[src/rtl/id_pkg.sv]
// Shared constants, the decoded bundle type and the legality check for the decode stage.
package id_pkg;

  localparam int XLEN = 64;
  localparam int NREG = 32;

  localparam logic [6:0] OPC_OP    = 7'b0110011;
  localparam logic [6:0] F7_BASE   = 7'h00;
  localparam logic [6:0] F7_SUB    = 7'h20;
  localparam logic [2:0] F3_ADDSUB = 3'd0;
  localparam logic [2:0] F3_OR     = 3'd6;
  localparam logic [2:0] F3_AND    = 3'd7;

  typedef struct packed {
    logic [XLEN-1:0] rs1_val;
    logic [XLEN-1:0] rs2_val;
    logic [2:0]      funct3;
    logic [6:0]      funct7;
    logic [4:0]      rd;
    logic            illegal;
  } id_bundle_t;

  // Only ADD, SUB, OR and AND are executable by the downstream ALU.
  function automatic logic is_legal(input logic [6:0] opcode,
                                    input logic [2:0] funct3,
                                    input logic [6:0] funct7);
    logic ok;
    ok = 1'b0;
    if (opcode == OPC_OP) begin
      ok = ((funct3 == F3_ADDSUB) && (funct7 == F7_BASE || funct7 == F7_SUB)) ||
           ((funct3 == F3_OR)     && (funct7 == F7_BASE)) ||
           ((funct3 == F3_AND)    && (funct7 == F7_BASE));
    end
    return ok;
  endfunction

endpackage

[src/rtl/regfile_2r1w.sv]
// 32x64 register file: two asynchronous read ports, one synchronous write port, x0 hardwired to zero.
module regfile_2r1w
  import id_pkg::*;
(
  input  logic            clk,
  input  logic            rst,
  input  logic [4:0]      raddr1,
  input  logic [4:0]      raddr2,
  output logic [XLEN-1:0] rdata1,
  output logic [XLEN-1:0] rdata2,
  input  logic            we,
  input  logic [4:0]      waddr,
  input  logic [XLEN-1:0] wdata
);

  logic [XLEN-1:0] regs [NREG];

  // NOTE: the array is reset because architectural state must read zero after reset,
  // which forces a flop-based implementation instead of an SRAM macro.
  always_ff @(posedge clk or posedge rst) begin
    if (rst) begin
      for (int i = 0; i < NREG; i++) regs[i] <= '0;
    end else if (we && waddr != 5'd0) begin
      regs[waddr] <= wdata;
    end
  end

  assign rdata1 = (raddr1 == 5'd0) ? '0 : regs[raddr1];
  assign rdata2 = (raddr2 == 5'd0) ? '0 : regs[raddr2];

endmodule

[src/rtl/id_stage.sv]
// Decode / operand-fetch stage: R-type decode, busy scoreboard with RAW stall,
// writeback read bypass and a registered valid/ready output bundle.
module id_stage
  import id_pkg::*;
(
  input  logic            clk,
  input  logic            rst,
  input  logic            in_valid,
  output logic            in_ready,
  input  logic [31:0]     instr,
  output logic            out_valid,
  input  logic            out_ready,
  output logic [XLEN-1:0] out_rs1_val,
  output logic [XLEN-1:0] out_rs2_val,
  output logic [2:0]      out_funct3,
  output logic [6:0]      out_funct7,
  output logic [4:0]      out_rd,
  output logic            out_illegal,
  input  logic            wb_en,
  input  logic [4:0]      wb_rd,
  input  logic [XLEN-1:0] wb_data
);

  logic [6:0]      opcode, funct7;
  logic [2:0]      funct3;
  logic [4:0]      rs1, rs2, rd;
  logic            legal, wbhit1, wbhit2, hazard, accept;
  logic [XLEN-1:0] rf_rdata1, rf_rdata2;
  logic [NREG-1:0] busy, busy_next;
  id_bundle_t      bundle_d, out_q;

  assign opcode = instr[6:0];
  assign rd     = instr[11:7];
  assign funct3 = instr[14:12];
  assign rs1    = instr[19:15];
  assign rs2    = instr[24:20];
  assign funct7 = instr[31:25];
  assign legal  = is_legal(opcode, funct3, funct7);

  regfile_2r1w u_regfile (
    .clk    (clk),
    .rst    (rst),
    .raddr1 (rs1),
    .raddr2 (rs2),
    .rdata1 (rf_rdata1),
    .rdata2 (rf_rdata2),
    .we     (wb_en),
    .waddr  (wb_rd),
    .wdata  (wb_data)
  );

  // A writeback in flight this cycle resolves the dependency, so it neither stalls nor reads stale data.
  assign wbhit1   = wb_en && (wb_rd == rs1);
  assign wbhit2   = wb_en && (wb_rd == rs2);
  assign hazard   = in_valid && ((busy[rs1] && !wbhit1) || (busy[rs2] && !wbhit2));
  assign in_ready = (!out_valid || out_ready) && !hazard;
  assign accept   = in_valid && in_ready;

  // NOTE: every combinational output gets a default first so no path leaves it unassigned (no latches).
  always_comb begin
    bundle_d         = '0;
    bundle_d.rs1_val = (wbhit1 && wb_rd != 5'd0) ? wb_data : rf_rdata1;
    bundle_d.rs2_val = (wbhit2 && wb_rd != 5'd0) ? wb_data : rf_rdata2;
    bundle_d.funct3  = funct3;
    bundle_d.funct7  = funct7;
    bundle_d.rd      = rd;
    bundle_d.illegal = !legal;
  end

  // Clear before set so a same-cycle set and clear of one index leaves it busy.
  always_comb begin
    busy_next = busy;
    if (wb_en) busy_next[wb_rd] = 1'b0;
    if (accept && legal && rd != 5'd0) busy_next[rd] = 1'b1;
    busy_next[0] = 1'b0;
  end

  // NOTE: state registers use non-blocking assignments so all flops update from pre-edge values.
  always_ff @(posedge clk or posedge rst) begin
    if (rst) begin
      busy      <= '0;
      out_valid <= 1'b0;
      out_q     <= '0;
    end else begin
      busy <= busy_next;
      if (accept) begin
        out_q     <= bundle_d;
        out_valid <= 1'b1;
      end else if (out_ready) begin
        out_valid <= 1'b0;
      end
    end
  end

  assign out_rs1_val = out_q.rs1_val;
  assign out_rs2_val = out_q.rs2_val;
  assign out_funct3  = out_q.funct3;
  assign out_funct7  = out_q.funct7;
  assign out_rd      = out_q.rd;
  assign out_illegal = out_q.illegal;

endmodule

[config.mk]
export PLATFORM = sky130hd
export DESIGN_NAME = id_stage
export DESIGN_NICKNAME = d
export VERILOG_FILES = /design/src/rtl/id_pkg.sv /design/src/rtl/regfile_2r1w.sv /design/src/rtl/id_stage.sv
export SDC_FILE = /design/constraint.sdc
export NUM_CORES = 2
export LEC_CHECK = 0
export CORE_ASPECT_RATIO = 0.7
export CORE_MARGIN = 10
export CORE_UTILIZATION = 45
export CTS_BUF_LIST = sky130_fd_sc_hd__clkbuf_4 sky130_fd_sc_hd__clkbuf_8 sky130_fd_sc_hd__clkbuf_16
export CTS_CLUSTER_DIAMETER = 40
export DETAILED_ROUTE_END_ITERATION = 10
export SLEW_MARGIN = 20
export SYNTH_ARGS = -nofsm -noshare
export SYNTH_HDL_FRONTEND = slang
export SYNTH_HIERARCHICAL = 1
export SYNTH_SLANG_ARGS = --single-unit
[constraint.sdc]
create_clock -name clk -period 95.4 [get_ports clk]
set_input_delay 23.85 -clock clk [delete_from_list [all_inputs] [get_ports clk]]
set_output_delay 23.85 -clock clk [all_outputs]
set_load 0.03 [all_outputs]
After elaboration in Yosys (flattened, before gate mapping)
Index checks and enable logic that the tools add are counted.
Operators by class
  equal/unequal tests: 6
  reductions and logical operators: 35
  bitwise gates (word level): 6
  multiplexer cells: 26
  magnitude comparators: 10
Operators with widths (count)
  $bwmux W2048: 1
  $bmux W64 S5: 2
  $mux W64: 9
  $demux W64 S5: 1
  $mux W32: 2
  $and A32 B32 Y32: 1
  $not A32 Y32: 1
  $or A32 B32 Y32: 1
  $lt A5 B6 Y1 const B: 4
  $ge A6 B6 Y1 const B: 3
  $logic_and A1 B1 Y1: 18
  $not A5 Y6: 3
  $eq A7 B6 Y1 const B: 2
  $bmux W1 S5: 2
  $demux W1 S5: 2
  $eq A5 B5 Y1: 2
  $ge A5 B1 Y1 const B: 2
  $logic_not A5 Y1: 2
  $reduce_bool A5 Y1: 2
  $logic_not A7 Y1: 1
  $mux W1: 7
  $eq A3 B3 Y1 const B: 2
  $lt A6 B1 Y1 const B: 1
  $logic_not A1 Y1: 5
  other kinds (3): 7
Storage, ports and cells
  bits in registers: 2224
  input port bits: 106
  output and inout port bits: 146

Logic depth before layout (Yosys ltp)
  depth after elaboration: 12
  gate-level depth with buffers: 12
  depth with buffers taken out: 6

Hierarchy
Netlist, hierarchy kept.
By module, submodules not included
  regfile_2r1w: cells each 7004, area each 108208.8 um^2, times used 1, sequential area each 51249.2 um^2
  id_stage: cells each 700, area each 9435.3 um^2, times used 1, sequential area each 4404.2 um^2

Worst setup path after synthesis
Ideal clock, no wire load.
  path type: input port to output port
  start: input instr[16]
  end: output in_ready
  path buffers: 2
  stages on the path: 8
  required time: 71550 ps
  arrival: 26000 ps
  path slack: 45550 ps
  cell sequence: buf_2 > mux2_2 > o311ai_0 > a311oi_1 > nor4_1 > o22ai_1 > clkbuf_1 > a21oi_1
On the way
  longest elaborated chain between the ends: 8
  elaborated cells between the ends (all ways): 10
  classes of those cells: 1 x eq/ne; 2 x mux; 7 x reduce/logical
RTL lines
  start, declared: RTL line id_stage.sv:10  | input logic [31:0] instr,
  parallel branches: the longest is 3 deep, another holds $bmux W1 S5
  $logic_and A1 B1 Y1 (*): RTL line id_stage.sv:55  | assign hazard = in_valid && ((busy[rs1] && !wbhit1) || (busy[rs2] && !wbhit2));
  $logic_or A1 B1 Y1 (*): RTL line id_stage.sv:55
  $logic_and A1 B1 Y1 (*): RTL line id_stage.sv:55
  $logic_not A1 Y1 (*): RTL line id_stage.sv:56  | assign in_ready = (!out_valid || out_ready) && !hazard;
  $logic_and A1 B1 Y1 (*): RTL line id_stage.sv:56
  end, declared: RTL line id_stage.sv:9  | output logic in_ready,
Mark *: on every way between the ends. The select of a mux whose other input is x is not followed.

Worst setup path after layout
Same ends and word-level chain as after synthesis.

==> flow_metrics.py <==
metrics = {
    "placement": {
        "hpwl_um": 222300,
        "placed_area_um2": 122500,
        "io_buffer_count": 251,
        "place_congestion": 0.8336,
    },
    "clock_network": {
        "htreeDepth": 5,
        "cts_buffers": 319,
        "insertion_delay_ns": 0.90,
        "cts_root_buffer": "clkbuf_16",
        "cts_tree": "yes",
        "clkSlewWorstSetupHoldPaths_ns": 0.06,
        "cts_hold_buffers": 0,
        "clock-sinks": 2224,
        "post_cts_resize_count": 0,
        "postCtsSetupRepairBufs": 0,
        "cts_buffer_depth": 4,
    },
    "hold_path": {
        "hp-start": "u_regfile/regs[1993]",
        "hold_depth": 0,
        "hp-class": "flip-flop to flip-flop",
        "hold_path_end": "u_regfile/regs[1993]",
    },
    "timing": {
        "timing.final.hold_violations": 0,
        "min_period_over_period_pct": 53.99,
        "slew_violations": 0,
        "setup_viol": 0,
        "finClkSkew_ns": 0.05376,
        "max_clock_freq_mhz": 19.42,
        "slew_headroom_pct": 21.85,
        "grt_setup_unrepaired": "false",
        "tns_ns": 0,
        "final.min_clock_period_ns": 51.50,
        "worstMarginPinSlew_ns": 1.167,
    },
    "floorplan": {
        "initial_core_util_pct": 45.39,
        "num_io_pins": 252,
        "core_area_um2": 259200,
        "die-width_um": 631.1,
        "rows": 156,
        "die-area_um2": 282600,
        "die_h_um": 447.8,
    },
    "routing": {
        "postRouteAntennaNets": 0,
        "initialDrtViolationCount": 7841,
        "routed_wl_um": 401400,
        "remaining_drc_errors": 0,
        "num_vias": 75360,
        "viasPerCell": 6.638,
        "routedWlPerCell_um": 35.36,
        "first_pass_iters": 7,
    },
    "yosys": {
        "avgSynthCellArea_um2": 15.27,
        "ys_types": 68,
        "synthesis.nets": 7810,
        "yosys_register_bits": 2224,
        "synth_most_common_cell": "dfrtp_1",
        "synth_top_area_share_pct": 47.31,
        "synth.area.top_cells": "dfrtp_1 47%, mux2_2 21%, mux4_2 17%",
        "yosys_warnings": 6,
        "netlist_instances": 7704,
        "synth_edf_count": 0,
        "synth-seq-area-share_pct": 47.31,
        "yosysTopAreaCell": "dfrtp_1",
        "synth_common_cells": "2224 x dfrtp_1, 2155 x mux2_2, 909 x mux4_2, 528 x clkbuf_1, 466 x mux2i_1",
        "synthArstFlopShare_pct": 100.0,
        "syn_area_um2": 117600,
        "synthFlopType": "dfrtp_1",
    },
    "finish": {
        "finalInstanceArea_um2": 133300,
        "final_util_pct": 51.44,
        "area_growth_pct": 13.33,
        "drive_above_1_share_pct": 51.16,
        "nets": 7715,
    },
    "critical_path": {
        "crit_arrival_ns": 27.65,
        "crit_slowest_cell": "buf_4",
        "rr_endpoint": "out_rs1_val[41]",
        "required_ns": 71.55,
        "r2r-start": "busy[1]",
        "rr_worst_depth": 8,
        "slowest_delay_ns": 0.69,
        "end_kind": "primary output",
        "path_cells": "buf_8, buf_4, mux2_2, a221oi_1, nor4_1, nor4_1, o22ai_2, buf_4, a21oi_1, clkdlybuf4s50_1",
        "critPathLaunchType": "primary input",
        "r2r_slack_ns": 91.01,
        "critPathMaxFanout": 42,
        "critical_path_class": "primary input to primary output",
    },
    "global_route": {
        "grt_pass1_vias": 77900,
        "overflow": 0,
        "track_usage_pct": 27.84,
        "antenna_found_initial": 24,
        "grt_pass1_wl_um": 579000,
        "grt_max_degree": 176,
    },
    "power": {
        "leakage_nw": 58.09,
        "peakVddDrop_v": 0.00002060,
        "power_mw": 3.134,
        "p_per_area_nw_per_um2": 23.51,
    },
    "run": {
        "drv_cap": 0,
    },
    "status": {
        "status": "finished, final reports clean",
    },
}
## metal layers
| layer | up-vias | global-route usage (%) | part of all wire, % |
|---|---|---|---|
| met2 | 3367 | 43.13 | 46 |
| met5 | - | 0 | 0.0085 |
| met3 | 835 | 5.905 | 7.8 |
| li1 | 29940 | - | - |
| met1 | 41210 | 38.47 | 42 |
| met4 | 6 | 11.20 | 4.4 |
## cell type report
type	count	area (µm²)
Multi-Input combinational cell	4590	58190
Fill cell	21600	125900
Sequential cell	2224	55650
Clock buffer	373	8680
Tap cell	3476	4349
Antenna cell	15	37.54
Inverter	12	62.56
Clock inverter	201	2208
Timing Repair Buffer	462	4146
## metrics by stage
step	instances	worst slack, ns	hold WS [ns]
2_1_floorplan	7704	13.70	0.4246
5_1_grt	11350	43.77	0.3945
3_5_place_dp	10760	43.94	0.3645
3_3_place_gp	10760	43.89	0.3607
6_report	11350	43.90	0.3846
4_1_cts	11340	43.92	0.3755
## registers in the layout, indices dropped and copies added, names as in the netlist
signal          cells
out_funct7          7
out_rd              5
out_valid           1
out_illegal         1
u_regfile/regs   2048
out_funct3          3
busy               31
out_rs2_val        64
out_rs1_val        64
## power by group
| group | internal [mW] | switching (mW) |
|---|---|---|
| Clock | 0.731 | 0.485 |
| Combinational | 0.370 | 0.282 |
| Sequential | 1.13 | 0.135 |
## worst max path at each step
| stage | endpoint | startpoint | cells past startpoint |
|---|---|---|---|
| 5_1_grt | in_ready | instr[16] | 10 |
| 6_report | in_ready | instr[16] | 10 |
| 4_1_cts | in_ready | instr[16] | 10 |
| 3_3_place_gp | in_ready | instr[16] | 10 |
| 3_5_place_dp | in_ready | instr[16] | 10 |
| 2_1_floorplan | u_regfile/regs[0] | rst | 1 |
## logic make-up (layout without fill, tap and decap cells)
group,Yosys count,in the layout,share of synthesized area [%]
mux,3665,3665,43.49
flops,2224,2224,47.31
buf+inv,890,1048,3.528
compound gates,604,604,4.131
simple gates,311,311,1.470
xor+xnor,10,10,0.07444
other cells,0,15,0
## cells in the final DEF, fill, tap and decap left out, drive strengths merged, types with 73 or more instances in the layout
master         count
mux2            2289
dfrtp           2224
mux4             910
mux2i            466
clkbuf           373
buf              256
clkdlybuf4s50    206
o221ai           125
a22o             110
a211o             99
inv               83
o21ai             73
## worst max-delay path, delay by kind of cell
kind | cells | cell delay, ns
compound gates | 3 | 0.70
simple gates | 2 | 0.64
buf+inv | 4 | 1.98
mux | 1 | 0.41
(Power assumes the default switching activity.)
